### src/rtl/dat_ctrl_pkg.sv
// Shared state encoding, error codes and default widths for the SD host DAT sequencer.
// Latency: none (types and constants only).
// Backpressure: not applicable.
package dat_ctrl_pkg;

    localparam int BLOCKS_W_DEF  = 8;
    localparam int TIMEOUT_W_DEF = 16;
    localparam int WORD_CNT_W    = 5;

    typedef enum logic [3:0] {
        ST_IDLE,
        ST_WR_SEND,
        ST_WR_CRC,
        ST_WR_BUSY,
        ST_RD_WAIT,
        ST_RD_RECV,
        ST_RD_CRC,
        ST_DONE,
        ST_ERROR
    } state_t;

    localparam logic [1:0] ERR_NONE      = 2'd0;
    localparam logic [1:0] ERR_TIMEOUT   = 2'd1;
    localparam logic [1:0] ERR_CRC       = 2'd2;
    localparam logic [1:0] ERR_OVR_ABORT = 2'd3;

    // A block size field of zero encodes the maximum of 16 words.
    function automatic logic [WORD_CNT_W-1:0] words_per_block(input logic [3:0] size);
        return (size == 4'd0) ? 5'd16 : {1'b0, size};
    endfunction

endpackage

### src/rtl/dat_transfer_sequencer_if.sv
// Host request, host FIFO and DAT physical-layer signals of the transfer sequencer.
// Latency: none (wires only).
// Backpressure: fifo_empty stalls pops; fifo_full during a received word is an overrun.
interface dat_transfer_sequencer_if
    import dat_ctrl_pkg::*;
#(
    parameter int BLOCKS_W  = BLOCKS_W_DEF,
    parameter int TIMEOUT_W = TIMEOUT_W_DEF
);
    logic                 newService;
    logic                 writeRead;
    logic                 multiblock;
    logic [BLOCKS_W-1:0]  blockCount;
    logic [3:0]           blockSize;
    logic                 timeoutenable;
    logic [TIMEOUT_W-1:0] timeout;
    logic                 abort;
    logic                 fifo_empty;
    logic                 fifo_full;
    logic                 pop;
    logic                 push;
    logic                 phy_tx_start;
    logic                 phy_rx_start;
    logic                 phy_word_req;
    logic                 phy_word_valid;
    logic                 phy_crc_valid;
    logic                 phy_crc_ok;
    logic                 phy_busy_release;
    logic                 busy;
    logic                 transfer_done;
    logic                 transfer_error;
    logic [1:0]           error_code;

    modport master (
        output newService, writeRead, multiblock, blockCount, blockSize,
               timeoutenable, timeout, abort, fifo_empty, fifo_full,
               phy_word_req, phy_word_valid, phy_crc_valid, phy_crc_ok, phy_busy_release,
        input  pop, push, phy_tx_start, phy_rx_start,
               busy, transfer_done, transfer_error, error_code
    );

    modport slave (
        input  newService, writeRead, multiblock, blockCount, blockSize,
               timeoutenable, timeout, abort, fifo_empty, fifo_full,
               phy_word_req, phy_word_valid, phy_crc_valid, phy_crc_ok, phy_busy_release,
        output pop, push, phy_tx_start, phy_rx_start,
               busy, transfer_done, transfer_error, error_code
    );

endinterface

### src/rtl/dat_timeout_counter.sv
// Cycle counter for the busy-release and start-bit waits; flags expiry against a limit.
// Latency: expired is combinational from the registered count (count == limit in the same cycle).
// Backpressure: none; held at zero while clear is asserted.
module dat_timeout_counter #(
    parameter int TIMEOUT_W = 16
) (
    input  logic                 clock,
    input  logic                 reset,
    input  logic                 clear,
    input  logic                 run,
    input  logic [TIMEOUT_W-1:0] limit,
    input  logic                 enable,
    output logic                 expired
);
    logic [TIMEOUT_W-1:0] count;

    // Count waiting cycles; saturate so a long wait never wraps back to a small value.
    always_ff @(posedge clock or posedge reset) begin
        if (reset) begin
            count <= '0;
        end else if (clear) begin
            count <= '0;
        end else if (run && (count != '1)) begin
            count <= count + 1'b1;
        end
    end

    assign expired = enable & run & (count == limit);

endmodule

### src/rtl/dat_transfer_sequencer.sv
// SD host DAT path sequencer: runs write/read transfers block by block and reports done/error.
// Latency: busy and phy start pulse one cycle after newService; pop combinational; push one cycle after a word.
// Backpressure: empty host FIFO stalls write pops; full host FIFO on a received word aborts with overrun.
module dat_transfer_sequencer
    import dat_ctrl_pkg::*;
#(
    parameter int BLOCKS_W  = BLOCKS_W_DEF,
    parameter int TIMEOUT_W = TIMEOUT_W_DEF
) (
    input  logic                    clock,
    input  logic                    reset,
    dat_transfer_sequencer_if.slave io
);
    state_t                state;
    logic [BLOCKS_W-1:0]   blocks_left;
    logic [WORD_CNT_W-1:0] words_per_blk;
    logic [WORD_CNT_W-1:0] word_cnt;
    logic [TIMEOUT_W-1:0]  to_limit;
    logic                  to_en;
    logic                  waiting;
    logic                  expired;
    logic                  last_word;
    logic                  last_block;
    logic                  abort_hit;

    assign waiting    = (state == ST_WR_BUSY) || (state == ST_RD_WAIT);
    assign last_word  = (word_cnt <= WORD_CNT_W'(1));
    assign last_block = (blocks_left <= BLOCKS_W'(1));
    // DONE and ERROR are one-cycle reporting states already heading to IDLE.
    assign abort_hit  = io.abort && (state != ST_IDLE) && (state != ST_DONE) && (state != ST_ERROR);

    // The counter is held at zero outside the two wait states, so each entry starts from zero.
    dat_timeout_counter #(.TIMEOUT_W(TIMEOUT_W)) u_timeout (
        .clock   (clock),
        .reset   (reset),
        .clear   (!waiting),
        .run     (waiting),
        .limit   (to_limit),
        .enable  (to_en),
        .expired (expired)
    );

    // Word is taken from the host FIFO in the very cycle the TX converter asks for it.
    assign io.pop = (state == ST_WR_SEND) & io.phy_word_req & ~io.fifo_empty & ~io.abort;

    // Transfer FSM with registered pulses; abort outranks every other event.
    always_ff @(posedge clock or posedge reset) begin
        if (reset) begin
            state             <= ST_IDLE;
            blocks_left       <= '0;
            words_per_blk     <= '0;
            word_cnt          <= '0;
            to_limit          <= '0;
            to_en             <= 1'b0;
            io.push           <= 1'b0;
            io.phy_tx_start   <= 1'b0;
            io.phy_rx_start   <= 1'b0;
            io.busy           <= 1'b0;
            io.transfer_done  <= 1'b0;
            io.transfer_error <= 1'b0;
            io.error_code     <= ERR_NONE;
        end else begin
            io.push           <= 1'b0;
            io.phy_tx_start   <= 1'b0;
            io.phy_rx_start   <= 1'b0;
            io.transfer_done  <= 1'b0;
            io.transfer_error <= 1'b0;
            if (abort_hit) begin
                state             <= ST_ERROR;
                io.error_code     <= ERR_OVR_ABORT;
                io.transfer_error <= 1'b1;
            end else begin
                unique case (state)
                    ST_IDLE: begin
                        if (io.newService) begin
                            blocks_left   <= (io.multiblock && (io.blockCount != '0)) ? io.blockCount : BLOCKS_W'(1);
                            words_per_blk <= words_per_block(io.blockSize);
                            word_cnt      <= words_per_block(io.blockSize);
                            to_limit      <= io.timeout;
                            to_en         <= io.timeoutenable;
                            io.error_code <= ERR_NONE;
                            io.busy       <= 1'b1;
                            if (io.writeRead) begin
                                state           <= ST_WR_SEND;
                                io.phy_tx_start <= 1'b1;
                            end else begin
                                state           <= ST_RD_WAIT;
                                io.phy_rx_start <= 1'b1;
                            end
                        end
                    end
                    ST_WR_SEND: begin
                        if (io.pop) begin
                            word_cnt <= word_cnt - 1'b1;
                            if (last_word) state <= ST_WR_CRC;
                        end
                    end
                    ST_WR_CRC: begin
                        if (io.phy_crc_valid) begin
                            if (io.phy_crc_ok) begin
                                state <= ST_WR_BUSY;
                            end else begin
                                state             <= ST_ERROR;
                                io.error_code     <= ERR_CRC;
                                io.transfer_error <= 1'b1;
                            end
                        end
                    end
                    ST_WR_BUSY: begin
                        // A release arriving in the expiry cycle still counts as success.
                        if (io.phy_busy_release) begin
                            blocks_left <= blocks_left - 1'b1;
                            if (last_block) begin
                                state            <= ST_DONE;
                                io.transfer_done <= 1'b1;
                            end else begin
                                state           <= ST_WR_SEND;
                                word_cnt        <= words_per_blk;
                                io.phy_tx_start <= 1'b1;
                            end
                        end else if (expired) begin
                            state             <= ST_ERROR;
                            io.error_code     <= ERR_TIMEOUT;
                            io.transfer_error <= 1'b1;
                        end
                    end
                    ST_RD_WAIT, ST_RD_RECV: begin
                        // The first word of a block is handled exactly like the rest.
                        if (io.phy_word_valid) begin
                            if (io.fifo_full) begin
                                state             <= ST_ERROR;
                                io.error_code     <= ERR_OVR_ABORT;
                                io.transfer_error <= 1'b1;
                            end else begin
                                io.push  <= 1'b1;
                                word_cnt <= word_cnt - 1'b1;
                                state    <= last_word ? ST_RD_CRC : ST_RD_RECV;
                            end
                        end else if (expired) begin
                            state             <= ST_ERROR;
                            io.error_code     <= ERR_TIMEOUT;
                            io.transfer_error <= 1'b1;
                        end
                    end
                    ST_RD_CRC: begin
                        if (io.phy_crc_valid) begin
                            if (!io.phy_crc_ok) begin
                                state             <= ST_ERROR;
                                io.error_code     <= ERR_CRC;
                                io.transfer_error <= 1'b1;
                            end else begin
                                blocks_left <= blocks_left - 1'b1;
                                if (last_block) begin
                                    state            <= ST_DONE;
                                    io.transfer_done <= 1'b1;
                                end else begin
                                    state           <= ST_RD_WAIT;
                                    word_cnt        <= words_per_blk;
                                    io.phy_rx_start <= 1'b1;
                                end
                            end
                        end
                    end
                    ST_DONE, ST_ERROR: begin
                        state   <= ST_IDLE;
                        io.busy <= 1'b0;
                    end
                    default: state <= ST_IDLE;
                endcase
            end
        end
    end

endmodule

### src/flat_wrapper.sv
// flat-port wrapper written by rule: the top's interface ports become plain ports
module dat_transfer_sequencer_flat import dat_ctrl_pkg::*;
#(
    parameter int BLOCKS_W  = BLOCKS_W_DEF,
    parameter int TIMEOUT_W = TIMEOUT_W_DEF
)
  (clock, reset, io_newService, io_writeRead, io_multiblock, io_blockCount, io_blockSize, io_timeoutenable, io_timeout, io_abort, io_fifo_empty, io_fifo_full, io_phy_word_req, io_phy_word_valid, io_phy_crc_valid, io_phy_crc_ok, io_phy_busy_release, io_pop, io_push, io_phy_tx_start, io_phy_rx_start, io_busy, io_transfer_done, io_transfer_error, io_error_code);
  dat_transfer_sequencer_if #(.BLOCKS_W(BLOCKS_W), .TIMEOUT_W(TIMEOUT_W)) io_i ();
  input  logic clock;
  input  logic reset;
  input wire logic [$bits(io_i.newService)-1:0] io_newService;
  input wire logic [$bits(io_i.writeRead)-1:0] io_writeRead;
  input wire logic [$bits(io_i.multiblock)-1:0] io_multiblock;
  input wire logic [$bits(io_i.blockCount)-1:0] io_blockCount;
  input wire logic [$bits(io_i.blockSize)-1:0] io_blockSize;
  input wire logic [$bits(io_i.timeoutenable)-1:0] io_timeoutenable;
  input wire logic [$bits(io_i.timeout)-1:0] io_timeout;
  input wire logic [$bits(io_i.abort)-1:0] io_abort;
  input wire logic [$bits(io_i.fifo_empty)-1:0] io_fifo_empty;
  input wire logic [$bits(io_i.fifo_full)-1:0] io_fifo_full;
  input wire logic [$bits(io_i.phy_word_req)-1:0] io_phy_word_req;
  input wire logic [$bits(io_i.phy_word_valid)-1:0] io_phy_word_valid;
  input wire logic [$bits(io_i.phy_crc_valid)-1:0] io_phy_crc_valid;
  input wire logic [$bits(io_i.phy_crc_ok)-1:0] io_phy_crc_ok;
  input wire logic [$bits(io_i.phy_busy_release)-1:0] io_phy_busy_release;
  output wire logic [$bits(io_i.pop)-1:0] io_pop;
  output wire logic [$bits(io_i.push)-1:0] io_push;
  output wire logic [$bits(io_i.phy_tx_start)-1:0] io_phy_tx_start;
  output wire logic [$bits(io_i.phy_rx_start)-1:0] io_phy_rx_start;
  output wire logic [$bits(io_i.busy)-1:0] io_busy;
  output wire logic [$bits(io_i.transfer_done)-1:0] io_transfer_done;
  output wire logic [$bits(io_i.transfer_error)-1:0] io_transfer_error;
  output wire logic [$bits(io_i.error_code)-1:0] io_error_code;
  assign io_i.newService = io_newService;
  assign io_i.writeRead = io_writeRead;
  assign io_i.multiblock = io_multiblock;
  assign io_i.blockCount = io_blockCount;
  assign io_i.blockSize = io_blockSize;
  assign io_i.timeoutenable = io_timeoutenable;
  assign io_i.timeout = io_timeout;
  assign io_i.abort = io_abort;
  assign io_i.fifo_empty = io_fifo_empty;
  assign io_i.fifo_full = io_fifo_full;
  assign io_i.phy_word_req = io_phy_word_req;
  assign io_i.phy_word_valid = io_phy_word_valid;
  assign io_i.phy_crc_valid = io_phy_crc_valid;
  assign io_i.phy_crc_ok = io_phy_crc_ok;
  assign io_i.phy_busy_release = io_phy_busy_release;
  assign io_pop = io_i.pop;
  assign io_push = io_i.push;
  assign io_phy_tx_start = io_i.phy_tx_start;
  assign io_phy_rx_start = io_i.phy_rx_start;
  assign io_busy = io_i.busy;
  assign io_transfer_done = io_i.transfer_done;
  assign io_transfer_error = io_i.transfer_error;
  assign io_error_code = io_i.error_code;
  dat_transfer_sequencer #(.BLOCKS_W(BLOCKS_W), .TIMEOUT_W(TIMEOUT_W)) u_core (.clock(clock), .reset(reset), .io(io_i));
endmodule
### config.mk
export PLATFORM = sky130hd
export DESIGN_NAME = dat_transfer_sequencer_flat
export DESIGN_NICKNAME = d
export VERILOG_FILES = /design/src/rtl/dat_ctrl_pkg.sv /design/src/rtl/dat_transfer_sequencer_if.sv /design/src/rtl/dat_timeout_counter.sv /design/src/rtl/dat_transfer_sequencer.sv /design/src/flat_wrapper.sv
export SDC_FILE = /design/constraint.sdc
export NUM_CORES = 1
export LEC_CHECK = 0
export CAP_MARGIN = 0
export CORE_UTILIZATION = 57
export DETAILED_ROUTE_END_ITERATION = 7
export PLACE_DENSITY = 0.82
export SYNTH_ARGS = -nofsm -noshare
export SYNTH_HDL_FRONTEND = slang
export SYNTH_HIERARCHICAL = 1
export SYNTH_SLANG_ARGS = --single-unit
export TNS_END_PERCENT = 100
### constraint.sdc
create_clock -name clock -period 5.4 [get_ports clock]
set_input_delay 1.08 -clock clock [delete_from_list [all_inputs] [get_ports clock]]
set_output_delay 1.08 -clock clock [all_outputs]
set_load 0.03 [all_outputs]
==> results of run 1 <==
==> state kept, by name, summed over array words and instances (netlist names) <==
| name | count |
|---|---|
| u_core/blocks_left | 8 |
| u_core/to_en | 1 |
| u_core/io.error_code | 2 |
| u_core/io.busy | 1 |
| u_core/io.transfer_done | 1 |
| u_core/io.transfer_error | 1 |
| u_core/to_limit | 16 |
| u_core/io.phy_rx_start | 1 |
| u_core/words_per_blk | 5 |
| u_core/io.phy_tx_start | 1 |
| u_core/io.push | 1 |
| u_core/word_cnt | 5 |
| u_core/u_timeout/count | 16 |
| u_core/state | 4 |
==> worst register-to-register path: cells and delay by family (launching register included) <==
family / cells / cell delay (ns)
flops: 1 / 0.92
compound gates: 3 / 0.68
simple gates: 7 / 2.05
==> final cells by class <==
class                      instances  area (sq um)
clock buffer                      11           141
inverter                          13          48.8
clock inverter                     2          10.0
multi-input combinational        335          2220
fill                             549          2160
sequential                        63          1580
tap                               96           120
timing repair buffer              53           523
==> cell families after synthesis <==
kind of cell	synth area share [%]
xor gates and xnor gates	4.77
DFF	39.3
muxes	4.09
AOI/OAI and AO/OA	19.8
adders and majority gates	1.56
buffers and inverters	5.37
and+or+nand+nor	25.1
==> layer usage <==
metal / up-vias / share of wire [%]
li1: 1658 / -
met1: 1644 / 40
met2: 175 / 51
met3: 23 / 7.1
met4: 0 / 1.9
met5: - / 0
==> final timing paths <==
kind | from | end | slack [ns] | cells after the start
setup / recovery | io_abort | io_pop | 1.35 | 4
hold / removal | u_core/to_en | u_core/to_en | 0.49 | 2
setup reg to reg | u_core/state[1] | u_core/state[0] | 1.63 | 10
hold reg to reg | u_core/to_en | u_core/to_en | 0.49 | 2
max in group asynchronous | reset | u_core/to_limit[12] | 3.43 | 2
min in group asynchronous | reset | u_core/u_timeout/count[9] | 1.18 | 2
==> placed cells by master, fill, tap and decap left out, types with 5 or more instances in the layout <==
master            n
a21oi_1          25
dfrtp_1          63
o21ai_1          10
clkbuf_8         10
inv_1            11
a31oi_1           6
o31ai_1           6
xnor2_1          15
o21ai_0          10
xor2_1            5
or4_1             8
or3_1             6
nand2b_1          9
nand3_1          13
nor4_1           12
mux2_2            7
nor3_1            8
clkdlybuf4s50_1  50
nand2_1          68
nand4_1           7
ha_1              5
nor2_1           35
==> cell usage after synthesis (all sizes together) (10+ instances only) <==
| cell type | n | area, sq um |
|---|---|---|
| nor4 | 13 | 87.6 |
| inv | 12 | 45.0 |
| xnor2 | 15 | 131 |
| o21ai | 20 | 100 |
| nand3 | 13 | 65.1 |
| a21oi | 27 | 150 |
| buf | 18 | 148 |
| nand2 | 68 | 255 |
| nor2 | 37 | 158 |
| mux2 | 10 | 124 |
| dfrtp | 63 | 1580 |
==> power by group <==
group | switching (uW) | internal (uW)
clock network | 167 | 170
registers | 183 | 626
logic | 572 | 450
total | 922 | 1250
==> metrics by stage <==
step / instances / hold slack (ns) / total power [uW] / utilization, % / area, sq um
2_1_floorplan: 434 / 0.445 / 1610 / - / 4010
3_3_place_gp: 560 / 0.476 / 1790 / 66.0 / 4490
3_5_place_dp: 560 / 0.475 / 1820 / 66.0 / 4490
4_1_cts: 573 / 0.495 / 2160 / 68.3 / 4640
5_1_grt: 573 / 0.522 / 2310 / 68.3 / 4640
6_report: 573 / 0.491 / 2170 / 68.3 / 4640
==> flow_metrics.py, run 1 <==
metrics = {
    "setup_path": {
        "crit_path_max_incr_delay_ns": 0.67,
        "crit_path_frequent_cell": "clkdlybuf4s50_1",
        "cp-end-kind": "primary output",
        "crit_fanout": 9,
        "critPathSlowestCell": "clkdlybuf4s50_1",
        "path_cells": "clkdlybuf4s50_1 > or3b_4 > nor2_1 > clkdlybuf4s50_1",
        "crit_family": "buffers and inverters",
        "crit_type": "in -> out",
        "crit_path_start_kind": "primary input",
        "path_buf_inv": 2,
        "required_ns": 4.32,
        "crit_arrival_ns": 2.97,
    },
    "detailed_routing": {
        "vias": 3500,
        "drt_iter0_markers": 240,
        "drtPass1Iterations": 5,
        "detail-route-antenna-nets": 0,
        "wl_per_cell_um": 16.2,
        "drc": 0,
        "via_per_inst": 6.11,
        "wirelength_um": 9270,
    },
    "hold_path": {
        "hp-class": "reg -> reg",
    },
    "power_and_ir_drop": {
        "peakVddDrop_mv": 0.257,
        "pwr_density_cell_mw_per_mm2": 467,
        "p_leak_uw": 0.00186,
    },
    "placed_design": {
        "port_buffers": 50,
        "globalplace.congestion": 0.936,
        "place_ws_ns": 1.35,
        "dp_hpwl_um": 6550,
    },
    "grt": {
        "grt_start_max_net_pins": 48,
        "use_met3_pct": 4.43,
        "grt_use_total_pct": 26.7,
        "grt_use_met2_pct": 46.0,
        "use_met1_pct": 33.6,
        "grt_pass1_vias": 3264,
        "antenna_found_initial": 0,
        "grt_pass1_wl_um": 15500,
        "top_usage_layer": "met2",
        "gr-total-overflow": 0,
    },
    "floorplan": {
        "die_w_um": 85.9,
        "coreArea_sq_mm": 0.00679,
        "die_area_sq_mm": 0.00737,
        "ios": 51,
        "initial_core_util_pct": 59.0,
        "die_h_um": 85.9,
        "row_count": 30,
    },
    "layout": {
        "areaGrowthSynthToFinish_pct": 15.7,
        "diodes": 0,
        "drive_gt1_share_pct": 10.1,
        "nNetsFinal": 522,
    },
    "sta": {
        "fin_crit_sh_pct": 75.1,
        "worst_pin_slew_ns": 1.13,
        "fmax_mhz": 247,
        "finClkSkew_ns": 0.00784,
        "slew_headroom_pct": 24.0,
        "rsz0062_at_grt": "no",
        "hold_violations": 0,
        "setup_tns_ns": 0,
        "setup_violations": 0,
        "drv_slew": 0,
        "setup_slack_ns": 1.35,
        "post-route-min-period_ns": 4.05,
    },
    "synthesis": {
        "netlist_area_sq_mm": 0.00401,
        "syn-instance-count": 434,
        "ys_types": 80,
        "synth.ff_latch_count": 63,
        "synth_warnings": 6,
        "synth-edff-count": 0,
        "ys_seq_area_share_pct": 39.3,
        "avgSynthCellArea_sq_um": 9.24,
        "async_flop_share_pct": 100,
        "synthFlopType": "dfrtp_1",
        "syn_nets": 481,
    },
    "clocking": {
        "clockRootBuffer": "clkbuf_8",
        "clkTransAtPathRegs_ns": 0.06,
        "cts_sinks": 63,
        "h-tree-depth": 3,
        "cts-resized-gates": 0,
        "cts_tree": "yes",
        "post_cts_buffers": 0,
        "clk_path_buf_depth": 2,
        "clkLatencyLatePin_ns": 0.33,
        "numCtsBuffers": 9,
        "postCtsHoldBufs": 0,
    },
    "status": {
        "outcome": "completed",
    },
    "run": {
        "drv_cap": 0,
    },
}
No activity file was read; power rests on OpenSTA's default activity.
==> inputs of run 2 (changes only) <==
--- a/config.mk
+++ b/config.mk
@@ -6,9 +6,9 @@
 export NUM_CORES = 1
 export LEC_CHECK = 0
 export CAP_MARGIN = 0
-export CORE_UTILIZATION = 57
+export CORE_UTILIZATION = 51
 export DETAILED_ROUTE_END_ITERATION = 7
-export PLACE_DENSITY = 0.82
+export PLACE_DENSITY = 0.77
 export SYNTH_ARGS = -nofsm -noshare
 export SYNTH_HDL_FRONTEND = slang
 export SYNTH_HIERARCHICAL = 1
==> constraint.sdc (replaced) <==
create_clock -name clock -period 3.6 [get_ports clock]
set_input_delay 0.72 -clock clock [delete_from_list [all_inputs] [get_ports clock]]
set_output_delay 0.72 -clock clock [all_outputs]
set_load 0.03 [all_outputs]
==> flow_metrics.py, run 2 (synthesis results as in run 1) <==
metrics = {
    "clocking": {
        "post_cts_buffers": 0,
        "clockRootBuffer": "clkbuf_8",
        "h-tree-depth": 3,
        "clk_path_buf_depth": 2,
        "clkTransAtPathRegs_ns": 0.07,
        "numCtsBuffers": 9,
        "clkLatencyLatePin_ns": 0.34,
        "postCtsHoldBufs": 0,
        "cts_tree": "yes",
        "cts_sinks": 63,
        "cts-resized-gates": 0,
    },
    "grt": {
        "gr-total-overflow": 0,
        "grt_start_max_net_pins": 48,
        "grt_pass1_vias": 3461,
        "grt_pass1_wl_um": 16800,
        "antenna_found_initial": 0,
        "grt_use_total_pct": 25.7,
    },
    "layout": {
        "final_cells": 583,
        "reg_top3": "u_core/to_limit (16), u_core/u_timeout/count (16), u_core/blocks_left (8)",
        "fillers": 641,
        "mostFrequentLayoutCells": "68 x nand2_1, 63 x dfrtp_1, 50 x clkdlybuf4s50_1",
        "diodes": 0,
        "final_common_cell": "nand2_1",
        "areaGrowthSynthToFinish_pct": 18.3,
        "nNetsFinal": 526,
        "final_cell_area_sq_mm": 0.00474,
        "drive_gt1_share_pct": 11.6,
    },
    "setup_path": {
        "critPathSlowestCell": "clkdlybuf4s50_1",
        "crit_family": "buffers and inverters",
        "crit_fanout": 2,
        "path_cells": "clkdlybuf4s50_1 > or3b_4 > nor2_1 > clkdlybuf4s50_1",
        "crit_path_start_kind": "primary input",
        "cp-end-kind": "primary output",
        "crit_type": "in -> out",
        "cp-startpoint": "io_abort",
        "crit_path_frequent_cell": "clkdlybuf4s50_1",
        "path_buf_inv": 2,
        "crit_path_max_incr_delay_ns": 0.68,
        "crit_arrival_ns": 2.37,
        "required_ns": 2.88,
        "r2r_start": "u_core/state[1]",
    },
    "sta": {
        "hold_violations": 0,
        "setup_slack_ns": 0.506,
        "setup_tns_ns": 0,
        "fin_crit_sh_pct": 85.9,
        "finClkSkew_ns": 0.0100,
        "slew_headroom_pct": 22.5,
        "fmax_mhz": 323,
        "worst_pin_slew_ns": 1.16,
        "drv_slew": 0,
        "post-route-min-period_ns": 3.09,
        "setup_violations": 0,
        "rsz0062_at_grt": "no",
    },
    "floorplan": {
        "coreArea_sq_mm": 0.00741,
        "die_area_sq_mm": 0.00822,
        "ios": 51,
        "die_w_um": 90.7,
        "row_count": 31,
        "die_h_um": 90.7,
        "initial_core_util_pct": 54.1,
    },
    "detailed_routing": {
        "wirelength_um": 9850,
        "vias": 3494,
        "detail-route-antenna-nets": 0,
        "drc": 0,
        "via_per_inst": 5.99,
        "drt_iter0_markers": 196,
        "drtPass1Iterations": 5,
        "wl_per_cell_um": 16.9,
    },
    "hold_path": {
        "worstHoldStart": "u_core/to_en",
        "hp-class": "reg -> reg",
    },
    "placed_design": {
        "placedCellCount": 567,
        "placed_area_sq_mm": 0.00452,
        "dp_hpwl_um": 6960,
        "globalplace.congestion": 0.907,
        "port_buffers": 50,
        "place_ws_ns": 0.493,
    },
    "power_and_ir_drop": {
        "pwr_density_cell_mw_per_mm2": 731,
        "p_leak_uw": 0.00192,
        "peakVddDrop_mv": 0.381,
    },
    "run": {
        "drv_cap": 0,
    },
    "status": {
        "outcome": "completed",
    },
}
-- run 2: cell types whose count changed in the layout (fill, tap and decap cells not counted), sizes merged --
cell,change
clkinv,+2
buf,+4
clkbuf,-1
bufinv,+2
-- run 2: final timing paths --
check,end,slack [ns],cells after the start
min,u_core/to_en,0.49,2
max,io_pop,0.51,4
max in group asynchronous,u_core/to_limit[15],2.00,2
min in group asynchronous,u_core/u_timeout/count[10],0.82,2
max reg2reg,u_core/state[0],0.77,11
min reg2reg,u_core/to_en,0.49,2
-- run 2: tightest hold or removal path: cells and delay by family (launching register included) --
| family | cells | cell delay (ns) |
|---|---|---|
| DFF | 1 | 0.35 |
| and+or+nand+nor | 2 | 0.11 |
-- run 2: layout make-up --
type / instances / area (sq um) / share of cell area, %
multi-input cells: 335 / 2220 / 46.8
inverters: 13 / 48.8 / 1.03
clock inverters: 6 / 83.8 / 1.77
flip-flops and latches: 63 / 1580 / 33.2
repair buffers: 57 / 553 / 11.7
well taps: 99 / 124 / 2.61
clock buffers: 10 / 138 / 2.90
-- run 2: power by group --
group	internal, uW	switching [uW]
Clock	406	287
Combinational	690	930
Sequential	940	214
-- run 2: layer usage --
layer	global-route usage, %	share of wire (%)
met5	0	0
met4	9.41	2.8
met3	6.14	5.5
met2	43.4	50
met1	32.0	41
-- run 2: metrics by stage --
step / utilization [%] / hold WS [ns] / power (uW)
2_1_floorplan: - / 0.445 / 2410
3_3_place_gp: 61.0 / 0.470 / 2730
3_5_place_dp: 61.0 / 0.476 / 2780
4_1_cts: 64.0 / 0.493 / 3480
5_1_grt: 64.0 / 0.526 / 3710
6_report: 64.0 / 0.492 / 3470
